$ cat src/rtl/adder_acc_seq.sv
// adder_acc_seq: folds a programmable number of unsigned adder sums into one
// wider result and hands it downstream over a valid/ready handshake.
module adder_acc_seq #(
  parameter int DATA_WIDTH = 16,
  parameter int ACC_WIDTH  = DATA_WIDTH + 9,
  parameter int CNT_WIDTH  = 8
) (
  input  logic                  clk,
  input  logic                  rst,
  input  logic                  i_valid,
  input  logic [DATA_WIDTH:0]   i_data_bus,
  output logic                  o_ready,
  input  logic                  i_en,
  input  logic [CNT_WIDTH-1:0]  i_num,
  output logic                  o_valid,
  output logic [ACC_WIDTH-1:0]  o_data_bus,
  input  logic                  i_ready,
  output logic                  o_overflow,
  output logic                  o_busy
);

  typedef enum logic [1:0] {
    S_IDLE = 2'd0,
    S_ACC  = 2'd1,
    S_DONE = 2'd2
  } state_t;

  state_t                 r_state;
  state_t                 w_state_nxt;
  logic [ACC_WIDTH-1:0]   r_acc;
  logic [CNT_WIDTH-1:0]   r_cnt;
  logic [CNT_WIDTH-1:0]   r_num_lat;
  logic                   r_ovf;

  logic                   w_accept;
  logic [ACC_WIDTH-1:0]   w_data_ext;
  logic [ACC_WIDTH:0]     w_sum;
  logic [CNT_WIDTH-1:0]   w_cnt_inc;
  logic [CNT_WIDTH-1:0]   w_num_eff;

  // Unsigned zero-extension of an upstream sum to accumulator width.
  function automatic logic [ACC_WIDTH-1:0] zext(input logic [DATA_WIDTH:0] d);
    return ACC_WIDTH'(d);
  endfunction

  // Wrapping add; the extra MSB is the carry out of bit ACC_WIDTH-1.
  function automatic logic [ACC_WIDTH:0] add_wrap(input logic [ACC_WIDTH-1:0] a,
                                                  input logic [ACC_WIDTH-1:0] b);
    return {1'b0, a} + {1'b0, b};
  endfunction

  assign o_ready    = i_en & (r_state != S_DONE);
  assign w_accept   = i_valid & o_ready;
  assign w_data_ext = zext(i_data_bus);
  assign w_sum      = add_wrap(r_acc, w_data_ext);
  assign w_cnt_inc  = r_cnt + CNT_WIDTH'(1);
  // A group size of zero is treated as one so a group always terminates.
  assign w_num_eff  = (i_num == '0) ? CNT_WIDTH'(1) : i_num;

  // State register.
  always_ff @(posedge clk) begin
    if (rst) r_state <= S_IDLE;
    else     r_state <= w_state_nxt;
  end

  // Next-state logic: close the group on the final accepted sum, leave DONE on handshake.
  always_comb begin
    w_state_nxt = r_state;
    case (r_state)
      S_IDLE: if (w_accept) w_state_nxt = (w_num_eff == CNT_WIDTH'(1)) ? S_DONE : S_ACC;
      S_ACC:  if (w_accept && (w_cnt_inc == r_num_lat)) w_state_nxt = S_DONE;
      S_DONE: if (i_ready) w_state_nxt = S_IDLE;
      default: w_state_nxt = S_IDLE;
    endcase
  end

  // Accumulator, count, latched group size and sticky overflow.
  always_ff @(posedge clk) begin
    if (rst) begin
      r_acc     <= '0;
      r_cnt     <= '0;
      r_num_lat <= '0;
      r_ovf     <= 1'b0;
    end else begin
      case (r_state)
        S_IDLE: if (w_accept) begin
          r_acc     <= w_data_ext;
          r_cnt     <= CNT_WIDTH'(1);
          r_num_lat <= w_num_eff;
          r_ovf     <= 1'b0;
        end
        S_ACC: if (w_accept) begin
          r_acc <= w_sum[ACC_WIDTH-1:0];
          r_cnt <= w_cnt_inc;
          r_ovf <= r_ovf | w_sum[ACC_WIDTH];
        end
        S_DONE: if (i_ready) begin
          r_acc <= '0;
          r_cnt <= '0;
          r_ovf <= 1'b0;
        end
        default: begin
          r_acc <= '0;
          r_cnt <= '0;
          r_ovf <= 1'b0;
        end
      endcase
    end
  end

  // Output decode: the running accumulator is only visible while a result is presented.
  always_comb begin
    o_valid    = 1'b0;
    o_data_bus = '0;
    o_overflow = 1'b0;
    o_busy     = (r_state != S_IDLE);
    if (r_state == S_DONE) begin
      o_valid    = 1'b1;
      o_data_bus = r_acc;
      o_overflow = r_ovf;
    end
  end

endmodule

$ cat config.mk
export PLATFORM = sky130hd
export DESIGN_NAME = adder_acc_seq
export DESIGN_NICKNAME = d
export VERILOG_FILES = /design/src/rtl/adder_acc_seq.sv
export SDC_FILE = /design/constraint.sdc
export NUM_CORES = 1
export LEC_CHECK = 0
export CORE_MARGIN = 3
export CORE_UTILIZATION = 45
export CTS_CLUSTER_SIZE = 30
export DETAILED_ROUTE_END_ITERATION = 10
export HOLD_SLACK_MARGIN = 0.05
export PLACE_DENSITY = 0.73
export RECOVER_POWER = 25
export SLEW_MARGIN = 40
export SYNTH_ARGS = -nofsm -noshare
export SYNTH_HDL_FRONTEND = slang
export SYNTH_SLANG_ARGS = --single-unit
$ cat constraint.sdc
create_clock -name clk -period 2.2 [get_ports clk]
set_input_delay 0.44 -clock clk [delete_from_list [all_inputs] [get_ports clk]]
set_output_delay 0.44 -clock clk [all_outputs]
set_load 0.02 [all_outputs]
After elaboration in Yosys (flattened, before gate mapping):

Cells that the tools add are included.
Widths: inputs -> output; s select.

* register bits: 44
* output and inout port bits: 29
* word-level logic and storage cells: 47

* add/subtract/negate cells: 2
* equal/unequal tests: 9
* multiplexer cells: 21
* bitwise operators: 3
* reduce and logical (&&, ||, !) cells: 7

Operators with widths (number)
* $mux 25: 4
* $pmux 25 s3: 1
* $mux 8: 4
* $add 25x17->26: 1
* $pmux 8 s3: 1
* $ne 2x2->1 const B: 5
* $add 8x1->8 const B: 1
* $eq 8x1->1 const B: 1
* $eq 8x8->1: 1
* $logic_not 8->1: 1
* $mux 2: 4
* $pmux 2 s3: 1
* $reduce_and 3->1: 2
* $mux 1: 5
* $pmux 1 s3: 1
* $and 1x1->1: 2
* $eq 2x1->1 const B: 1
* $eq 2x2->1 const B: 1
* $logic_not 2->1: 1
* $reduce_and 2->1: 1
* $reduce_bool 2->1: 1
* $logic_and 1x1->1: 1
* $or 1x1->1: 1

Logic depth before layout (Yosys ltp):

Gate-level depths: netlist of run 1.

* depth in word-level cells: 6
* mapped depth: 9

Worst setup path after synthesis of run 1:

Ideal clock, no wire load.

* path kind: input port to flip-flop
* start: input i_data_bus[0]
* end: register r_acc[20]
* library setup time: 0.071 ns
* arrival time: 2.270 ns
* path slack: -0.141 ns
* stages on the path: 9
* path buffers: 0
* cell sequence: ha_1 inv_1 fa_1 and2b_1 o31ai_2 a21oi_2 a211oi_2 or4_1 a21oi_1

* longest elaborated chain between the ends: 3

RTL lines
* start, declared: RTL line 11 `input logic [DATA_WIDTH:0] i_data_bus,`
* $add 25x17->26: RTL line 49 `return {1'b0, a} + {1'b0, b};`
* $mux 25: RTL line 92 `S_ACC: if (w_accept) begin`
* $pmux 25 s3: RTL line 85 `case (r_state)`
* end signal, assigned: RTL line 87 `r_acc <= w_data_ext;`
* end signal, assigned: RTL line 93 `r_acc <= w_sum[ACC_WIDTH-1:0];`
* end, declared: RTL line 30 `logic [ACC_WIDTH-1:0] r_acc;`

No other way between the ends. The select of a mux whose other input is x is not followed.
A chain may end at the register's enable or synchronous reset.

Final worst setup path of run 1:

* start: input i_data_bus[0]
* end: register r_acc[18]

The elaborated chain is that of the path after synthesis.

==> summary.txt, run 1 <==
Synth
  – Area share of the largest cell type after synthesis: a little over a quarter
  – Top cells by area, synth: dfxtp_1 (27%), ha_1 (6.9%), a21oi_1 (6.0%)
  – Register area share after synthesis: approximately 27%
  – Synth Warn #: 0
  – Most used DFF post-synth: dfxtp_1
  – Syn Inst Count: 414
  – Post-synthesis register bit count: 44
  – Syn Std Cell Area: around 3300 sq um
  – Syn Area/Cell: 7.855 sq um
  – Post-synth EDFFs: 0
  – Post-synth top area cell: dfxtp_1
  – Synthesized Nets: around 460
  – Synth async-reset ratio: 0%
  – Netlist cell types: 67

Cells and area
  – Area Growth Syn to Fin: 49.10%
  – Nets: approximately 590
  – Number of diodes: 0
  – Share of cells above drive strength 1: between 20% and 30%
  – Layout Cells excl Fill: around 640

Floorplanning
  – Initial core utilization: approximately 47%
  – Core ar.: 6907 sq um
  – Die X: slightly above 90 microns
  – IO Count: slightly below 60
  – Die Area: around 8300 sq um
  – Die span in y: about 91 microns
  – Rows: 30

Clocking
  – CTS root buf: clkbuf_8
  – CTS tree: built
  – Worst skew pair latency: 0.31 ns
  – Clock transition at path regs: roughly 0.1 ns
  – CTS Hold Bufs: 0
  – Clk sinks: 44
  – H-tree depth: 2
  – Max clock buf depth: 2
  – CTS Buf Count: 5

Place
  – GP Congestion: approximately 0.85
  – Worst slack, placed: -0.6526 ns
  – PortBufs: 58
  – Inst Count DP: 627
  – Post-DP HPWL: 7557 microns

STA
  – Final setup fails: 4
  – Max Slew Vio Count: 0
  – Post-route clock period utilization: 101.2%
  – Final worst setup slack: -0.02607 ns
  – Endpoints failing hold: 0
  – Fin crit period: around 2.2 ns
  – Unrepaired setup endpoints after global routing: true
  – Final setup TNS: -0.06467 ns
  – Clock Skews: 0.009534 ns
  – FMAX: about 450 MHz
  – Slew margin rel.: between 60 and 70%
  – Worst slew pin tran: 0.4413 ns

Worst setup path
  – WP buf/inv: 3
  – Startpoint Class: primary input
  – Crit-path max FO: 7
  – Critical Path Start: i_data_bus[0]
  – Crit path largest cell delay: roughly 0.4 ns
  – Worst EP required: 2.45 ns
  – Critical-path top delay cell: a211oi_4
  – Crit path max-delay family: compound AO/OA/AOI/OAI gates
  – Critical path data arrival time: ~2.5 ns
  – CP Cell Sequence: clkdlybuf4s15_2 > ha_4 > inv_2 > fa_2 > and2b_2 > o31ai_4 > a21oi_4 > a211oi_4 > buf_4 > o31ai_1 > a21oi_1
  – Crit path capture type: flip-flop
  – Worst setup path class: primary input to flip-flop
  – RR Startpoint: r_acc[0]

Routing
  – Detailed Route Iter0 Violations: between 150 and 200
  – Total vias in the final route: between 3k and 4k
  – Routed len/inst: 16.82 microns
  – Routed WL: around 11000 microns
  – DR DRC count: 0
  – DRT Pass-1 Iters: 6
  – Via/cell ratio: between 5 and 6
  – ANT nets after route: 0

GRT
  – Antenna violations before repair: 0
  – First-pass GRT wire length: between 15000 and 20000 microns
  – Gr usage total: between 20 and 30%
  – Number of global-route vias before repair: between 3k and 4k
  – Largest net degree at the start of global routing: 20
  – GRT overflow: 0

Status
  – Failing checks: setup timing
  – Status: finished with violations

Min path
  – Min-delay src: r_num_lat[5]
  – Worst hold path class: flip-flop to flip-flop

Flow run
  – # Max-Cap Violations: 0

Power and ir drop
  – PwrDens: approximately 470 nW/um^2
  – Lkg Pwr: around 2.2 nW
  – Final Total Pwr: 2.298 mW
  – VDD IR max: around 0.00028 V
-- stage by stage --
step                      hold slack (ns)  cell area, sq um  util [%]
final                              0.4877              4848     70.20
after global routing               0.5082              4848     70.20
after CTS                          0.4851              4767     69.02
after detailed placement           0.4624              4503     65.20
after global placement             0.4576              4503     65.20
after floorplan                    0.4318              3284         -
-- cell families (layout without fill, tap and decap cells) --
group | count (synthesis) | after routing | share of synthesized area [%]
simple gates | 175 | 175 | 27.86
compound gates | 124 | 124 | 26.90
flops | 44 | 44 | 27.09
buf+inv | 25 | 154 | 3.040
xor+xnor | 20 | 20 | 5.387
fa+ha+maj | 19 | 19 | 7.542
mux | 7 | 7 | 2.193
-- placed cells by master (no fill, tap or decap), types with 3 or more instances in the layout --
cell             instances
buf_4                   73
dfxtp_1                 42
nand2_1                 41
nor2_1                  40
a21oi_1                 38
dlygate4sd2_1           34
and2_1                  30
o21ai_0                 16
ha_4                    14
clkdlybuf4s50_1         14
xnor2_1                 11
nor3_1                   9
xor2_1                   9
dlymetal6s2s_1           8
and3_1                   7
inv_1                    6
nand2b_1                 6
nand4_1                  6
nand3_1                  6
mux2i_1                  6
nand3b_1                 6
nor2b_1                  5
o21ai_1                  5
o21a_1                   5
a21o_1                   5
or4_1                    5
clkbuf_8                 5
clkbuf_1                 5
a31oi_1                  4
ha_1                     4
o211a_1                  3
or3_1                    3
a22oi_1                  3
-- flip-flops by register name, indices dropped and copies added (netlist names) --
name and count:
r_state 2, r_cnt 8, r_num_lat 8, r_acc 25, r_ovf 1
-- path summary, 6_finish.rpt --
check,end,slack (ns),cells after the start
min reg2reg,r_num_lat[5],0.49,2
max,r_acc[18],-0.03,11
max reg2reg,r_acc[14],-0.02,9
min,r_num_lat[5],0.49,2
-- per-layer routing --
metal	vias up	GRT usage (%)	part of all wire (%)
li1	1767	-	-
met1	1789	32.11	42
met5	-	0	0
met3	26	4.225	6.1
met4	0	8.794	2.1
met2	133	43.23	50
-- worst min-delay path: stages, from the launching register on --
cell and delay (ns):
dfxtp_1 0.34, nand2_1 0.06, a21oi_1 0.05
-- area by class of cell --
type / instances / area, sq um
Clock buffer: 5 / 68.82
Sequential cell: 44 / 883.3
Timing Repair Buffer: 139 / 1150
Clock inverter: 3 / 46.29
Tap cell: 96 / 120.1
Multi-Input combinational cell: 345 / 2554
Fill cell: 573 / 2058
Inverter: 7 / 26.28
-- synth_stat cells, types with 7 or more instances --
| master | number |
|---|---|
| a21oi_1 | 39 |
| and2_1 | 31 |
| and3_1 | 7 |
| clkbuf_1 | 11 |
| dfxtp_1 | 44 |
| ha_1 | 18 |
| inv_1 | 7 |
| nand2_1 | 41 |
| nand3_1 | 8 |
| nor2_1 | 40 |
| nor3_1 | 9 |
| o21ai_0 | 16 |
| xnor2_1 | 11 |
| xor2_1 | 9 |
-- timing repair --
item,CTS,global route
endpoints found under the setup margin,42,25
setup buffers,1,3
gates resized for setup,54,23
hold endpoints to repair,0,0
pin swaps,19,12
-- power by group --
part / internal (mW) / leakage (nW) / switching (mW)
Combinational: 0.371 / 1.74 / 0.396
Clock: 0.343 / 0.0548 / 0.324
Sequential: 0.830 / 0.359 / 0.0354
Total: 1.54 / 2.16 / 0.755
Power figures use the tool's default switching activity.
==> run 2, diff against run 1 <==
Settings changed: SKIP_CTS_REPAIR_TIMING set to 1.
==> run 2 against run 1 <==
Net effect:
- the flow still finishes with violations (setup timing)
- worst hold slack improved by 0.0020 ns
- power is 0.88% higher
- die area unchanged
- cell area up 2.7%
- core utilization grew 1.9 points
- clock skew shrank 0.0026 ns
- sequential share of layout area down 0.48 points
- critical endpoint is now r_acc[14]
- flip-flop and latch count unchanged
- sequential power barely moved
- largest power group unchanged
==> summary.txt, run 2 (same netlist as run 1, synthesis figures left out) <==
Status
  – Status: finished with violations
  – Failing checks: setup timing

Cells and area
  – Most frequent cells in the layout: buf_4 (72), dfxtp_1 (42), nand2_1 (41)
  – Commonest non-fill, non-tap cell in the layout: buf_4
  – Post-route cell area: 4980 sq um (+2.7%)
  – Largest registers: r_acc: 25 flops, r_cnt: 8 flops, r_num_lat: 8 flops
  – Largest reg by FF count: r_acc
  – Layout Cells excl Fill: 640 (+0.16%)
  – Number of flip-flops in the largest register: 25 (unchanged)
  – Nets: 592 (+0.17%)
  – Fin util: 72.10% (+1.9 points)
  – Share of cells above drive strength 1: 23.90% (-0.41 points)
  – Area Growth Syn to Fin: 53.14%
  – Number of diodes: 0 (unchanged)

Floorplanning
  – Core ar.: 6907 sq um (unchanged)
  – IO Count: 59 (unchanged)
  – Rows: 30 (unchanged)
  – Die span in y: 91.01 microns (unchanged)
  – Die Area: 8283 sq um (unchanged)
  – Die X: 91.01 microns (unchanged)
  – Initial core utilization: 47.08% (unchanged)

Worst setup path
  – Crit-path max FO: 3 (-4)
  – RR Startpoint: r_acc[0]
  – Crit path capture type: flip-flop
  – Startpoint Class: flip-flop
  – R2R Path End: r_acc[14]
  – Setup crit end: r_acc[14]
  – Flop-to-flop setup slack: -0.16 ns (-0.14 ns)
  – Path depth of the worst reg2reg path: 10 (+1)
  – Worst EP required: 2.42 ns (-0.03 ns)
  – Worst setup path class: flip-flop to flip-flop
  – Critical path data arrival time: 2.58 ns (+0.10 ns)
  – Critical Path Start: r_acc[0]

STA
  – Final setup fails: 7 (+3)
  – Fin crit period: 2.361 ns (+0.1350 ns)
  – Max Slew Vio Count: 0 (unchanged)
  – Final setup TNS: -0.3437 ns (-0.2791 ns)
  – Hold WS: 0.4897 ns (+0.002035 ns)
  – FMAX: 423.5 MHz (-5.7%)
  – Slew margin rel.: 65.99% (-3.8 points)
  – Unrepaired setup endpoints after global routing: true
  – Final worst setup slack: -0.1611 ns (-0.1350 ns)
  – Endpoints failing hold: 0 (unchanged)
  – Clock Skews: 0.006964 ns (-0.002571 ns)
  – Worst slew pin tran: 0.5101 ns (+0.06886 ns)
  – Post-route clock period utilization: 107.3% (+6.1 points)

Power and ir drop
  – Sw Ratio: 33.11% (+0.26 points)
  – Clock network power share: 28.8% (-0.2 points)
  – Psw: 767.6 uW (+1.7%)
  – Gate power share: 33.9% (+0.5 points)
  – PwrDens: 465.5 nW/um^2 (-1.8%)
  – VDD IR max: 0.0003997 V (+41%)
  – P_int: 1.551 mW (+0.48%)
  – Flop pwr share: 37.3% (-0.3 points)
  – Final Total Pwr: 2.318 mW (+0.88%)
  – Lkg Pwr: 2.532 nW (+17%)

Clocking
  – Worst skew pair latency: 0.31 ns (about the same)
  – CTS root buf: clkbuf_8
  – Clock transition at path regs: 0.09 ns (about the same)
  – CTS tree: built
  – Clk sinks: 44 (unchanged)
  – Max clock buf depth: 2 (unchanged)
  – H-tree depth: 2 (unchanged)
  – CTS Buf Count: 5 (unchanged)

Min path
  – Worst hold path class: flip-flop to flip-flop

Routing
  – Total vias in the final route: 3814 (+2.7%)
  – DR DRC count: 0 (unchanged)
  – DRT Pass-1 Iters: 5 (-1)
  – ANT nets after route: 0 (unchanged)
  – Routed WL: 11230 microns (+4.5%)
  – Routed len/inst: 17.55 microns (+4.4%)
  – Via/cell ratio: 5.959 (+2.5%)
  – Detailed Route Iter0 Violations: 226 (+47%)

Place
  – Area post-placement: 4503 sq um (unchanged)
  – PortBufs: 58 (unchanged)
  – Worst slack, placed: -0.6526 ns (unchanged)
  – GP Congestion: 0.8455 (unchanged)
  – Inst Count DP: 627 (unchanged)
  – Post-DP HPWL: 7557 microns (unchanged)

GRT
  – GRT overflow: 0 (unchanged)
  – Gr usage total: 23.94% (-1.4 points)
  – Number of global-route vias before repair: 3540 (-4.1%)
  – First-pass GRT wire length: 16660 microns (-4.7%)
  – Largest net degree at the start of global routing: 20 (unchanged)
  – Antenna violations before repair: 0 (unchanged)

Flow run
  – # Max-Cap Violations: 0 (unchanged)
## run 2: cell type report
class / instances / area (sq um)
clock buffer: 5 / 68.82
timing repair buffer: 140 / 1276
fill: 549 / 1927
clock inverter: 3 / 46.29
sequential: 44 / 883.3
inverter: 7 / 26.28
tap: 96 / 120.1
multi-input combinational: 345 / 2559
## run 2: power groups by stage
stage	clock [mW]	combinational (mW)	sequential, mW
6_report	0.668	0.785	0.866
5_1_grt	0.709	0.845	0.869
4_1_cts	0.675	0.690	0.855
3_5_place_dp	0	0.685	0.874
3_3_place_gp	0	0.667	0.873
2_1_floorplan	0	0.379	0.866
## run 2: worst min path at each step
| stage | endpoint | from | slack [ns] | cells after the start |
|---|---|---|---|---|
| 3_5_place_dp | r_acc[4] | r_acc[4] | 0.46 | 2 |
| 4_1_cts | r_acc[4] | r_acc[4] | 0.48 | 2 |
| 3_3_place_gp | r_acc[4] | r_acc[4] | 0.46 | 2 |
| 5_1_grt | r_num_lat[5] | r_num_lat[5] | 0.51 | 2 |
| 6_report | r_num_lat[5] | r_num_lat[5] | 0.49 | 2 |
| 2_1_floorplan | r_ovf | r_ovf | 0.43 | 2 |
## run 2: per-layer routing
layer  wire length, microns  track usage, %  up-vias
met3                    661           3.728       26
met1                   4681           31.27     1880
met4                    230           7.161        0
met2                   5659           40.59      135
li1                       -               -     1773
met5                      0               0        -
## run 2: worst max-delay path, cell delays in order, from the launching register on
cell       delay, ns
dfxtp_2         0.36
ha_4            0.14
inv_2           0.03
fa_2            0.32
and2b_2         0.25
o31ai_4         0.10
buf_4           0.16
a2111oi_4       0.30
nor2_2          0.09
or3_1           0.33
a311oi_2        0.21
==> run 3, diff against run 2 <==
Settings changed: PLACE_DENSITY 0.73 to 0.7.
Clock period 2.2 ns to 3 ns, I/O delays scaled along.
==> run 3 against run 2 <==
Net effect:
- die area stayed put
- clock skew is 0.0043 ns higher
- critical endpoint unchanged
- power is 39% lower
- flip-flop and latch count stayed put
- sequential power is 27% lower
- largest power group unchanged
- the flow now finishes without violations
==> summary.txt, run 3 (same netlist as run 1, synthesis figures left out) <==
Status
  – Status: completed

Worst setup path
  – Critical-path top delay cell: clkdlybuf4s50_1
  – RR Startpoint: r_state[0]
  – Crit-path max FO: 3 (unchanged)
  – R2R Path End: r_acc[15]
  – Crit path capture type: flip-flop
  – CP Cell Sequence: clkdlybuf4s50_1 > ha_1 > inv_1 > fa_1 > and2b_1 > o31ai_2 > a2111oi_2 > nor2_2 > or3_1 > a311oi_2
  – Crit path largest cell delay: 0.49 ns (+0.13 ns)
  – Flop-to-flop setup slack: 0.49 ns (+0.65 ns)
  – Path depth of the worst reg2reg path: 7 (-3)
  – Startpoint Class: primary input
  – Critical path data arrival time: 3.04 ns (+0.46 ns)
  – Worst EP required: 3.21 ns (+0.79 ns)
  – Worst setup path class: primary input to flip-flop

STA
  – Fin crit period: roughly 2.8 ns
  – FMAX: 353.4 MHz
  – Slew margin rel.: 27.36% (-39 points)
  – Post-route clock period utilization: 94.33%
  – Clock Skews: 0.01128 ns (+0.004315 ns)
  – Endpoints failing hold: 0 (unchanged)
  – Max Slew Vio Count: 0 (unchanged)
  – Final setup fails: 0 (-7)
  – Final setup TNS: 0 ns (+0.3437 ns)
  – Hold WS: 0.4843 ns (-0.005396 ns)
  – Unrepaired setup endpoints after global routing: false
  – Worst slew pin tran: 1.090 ns (+0.5795 ns)

Clocking
  – H-tree depth: 2 (unchanged)
  – CTS root buf: clkbuf_8
  – Clock transition at path regs: 0.08 ns (about the same)
  – CTS tree: built
  – Max clock buf depth: 2 (unchanged)
  – CTS Buf Count: 5 (unchanged)
  – Worst skew pair latency: 0.30 ns (about the same)
  – Clk sinks: 44 (unchanged)

Place
  – GP Congestion: 0.8682 (+2.7%)
  – PortBufs: 58 (unchanged)
  – Post-DP HPWL: 6712 microns (-11%)

Min path
  – Min-delay src: r_num_lat[5]
  – Hold Path Stages: 2 (unchanged)
  – Worst hold path class: flip-flop to flip-flop
  – WHS Endpoint: r_num_lat[5]

Floorplanning
  – Initial core utilization: 47.08% (unchanged)
  – Die span in y: 91.01 microns (unchanged)
  – Die Area: 8283 sq um (unchanged)
  – Die X: 91.01 microns (unchanged)
  – Core ar.: 6907 sq um (unchanged)
  – Rows: 30 (unchanged)
  – IO Count: 59 (unchanged)

Power and ir drop
  – PwrDens: 344.3 nW/um^2 (-26%)
  – Lkg Pwr: 1.644 nW (-35%)
  – VDD IR max: 0.0002091 V (-48%)

Cells and area
  – Number of diodes: 0 (unchanged)
  – Area Growth Syn to Fin: 27.05%
  – Largest registers: r_acc: 25 flops, r_cnt: 8 flops, r_num_lat: 8 flops
  – Share of cells above drive strength 1: 9.298% (-15 points)
  – Largest reg by FF count: r_acc
  – Commonest non-fill, non-tap cell in the layout: clkdlybuf4s50_1
  – Most frequent cells in the layout: clkdlybuf4s50_1 (57), dfxtp_1 (44), nand2_1 (41)
  – Nets: 533 (-10%)
  – Number of flip-flops in the largest register: 25 (unchanged)

Flow run
  – # Max-Cap Violations: 0 (unchanged)

Routing
  – ANT nets after route: 0 (unchanged)
  – Routed len/inst: 15.52 microns (-12%)
  – Total vias in the final route: 3298 (-14%)
  – Detailed Route Iter0 Violations: 103 (-54%)
  – DR DRC count: 0 (unchanged)
  – DRT Pass-1 Iters: 4 (-1)
  – Via/cell ratio: 5.686 (-4.6%)
  – Routed WL: 9002 microns (-20%)

GRT
  – GRT overflow: 0 (unchanged)
  – Largest net degree at the start of global routing: 26 (+30%)
  – First-pass GRT wire length: 15150 microns (-9.1%)
  – Number of global-route vias before repair: 3137 (-11%)
  – Antenna violations before repair: 0 (unchanged)
  – Gr usage total: 21.92% (-2.0 points)
-- run 3: worst max-delay path by stage --
stage | from | end | depth (start not counted)
3_3_place_gp | i_data_bus[0] | r_acc[14] | 10
2_1_floorplan | i_data_bus[0] | r_acc[20] | 9
3_5_place_dp | i_data_bus[0] | r_acc[14] | 10
4_1_cts | i_data_bus[0] | r_acc[14] | 10
6_report | i_data_bus[0] | r_acc[14] | 10
5_1_grt | i_data_bus[0] | r_acc[14] | 10
-- run 3: layout make-up --
class                      instances  area (sq um)
tap                               96         120.1
inverter                           7         26.28
multi-input combinational        345          2272
timing repair buffer              81         750.7
fill                             685          2775
sequential                        44         880.8
clock inverter                     2         12.51
clock buffer                       5         68.82
-- run 3: critical path: cells and delay by family --
kind	cells	cell delay, ns
adder cells (fa/ha/maj)	2	0.55
AO/OA/AOI/OAI	3	0.69
AND/OR/NAND/NOR	3	0.67
buffers and inverters	2	0.54
-- run 3: stage by stage --
stage	setup slack [ns]	std cells	cell area, sq um	utilization (%)	total power, mW
after floorplan	0.4994	414	3252	-	0.9081
after global placement	-0.03762	573	4065	58.86	1.056
after detailed placement	-0.1052	573	4065	58.86	1.065
after CTS	0.1493	580	4146	60.04	1.433
after global routing	0.03391	580	4131	59.82	1.499
final	0.1700	580	4131	59.82	1.422
-- run 3: per-layer routing --
| metal | wire length (microns) | track usage (%) | part of all wire, % |
|---|---|---|---|
| met3 | 488 | 3.397 | 5.4 |
| met2 | 4361 | 36.85 | 48 |
| met4 | 113 | 5.528 | 1.3 |
| met5 | 0 | 0 | 0 |
| met1 | 4039 | 29.32 | 45 |
-- run 3: report_power, final --
part / total [mW] / switching (mW) / internal, mW
sequential: 0.629 / 0.0211 / 0.608
combinational: 0.423 / 0.237 / 0.186
clock: 0.371 / 0.213 / 0.158
total: 1.42 / 0.470 / 0.952
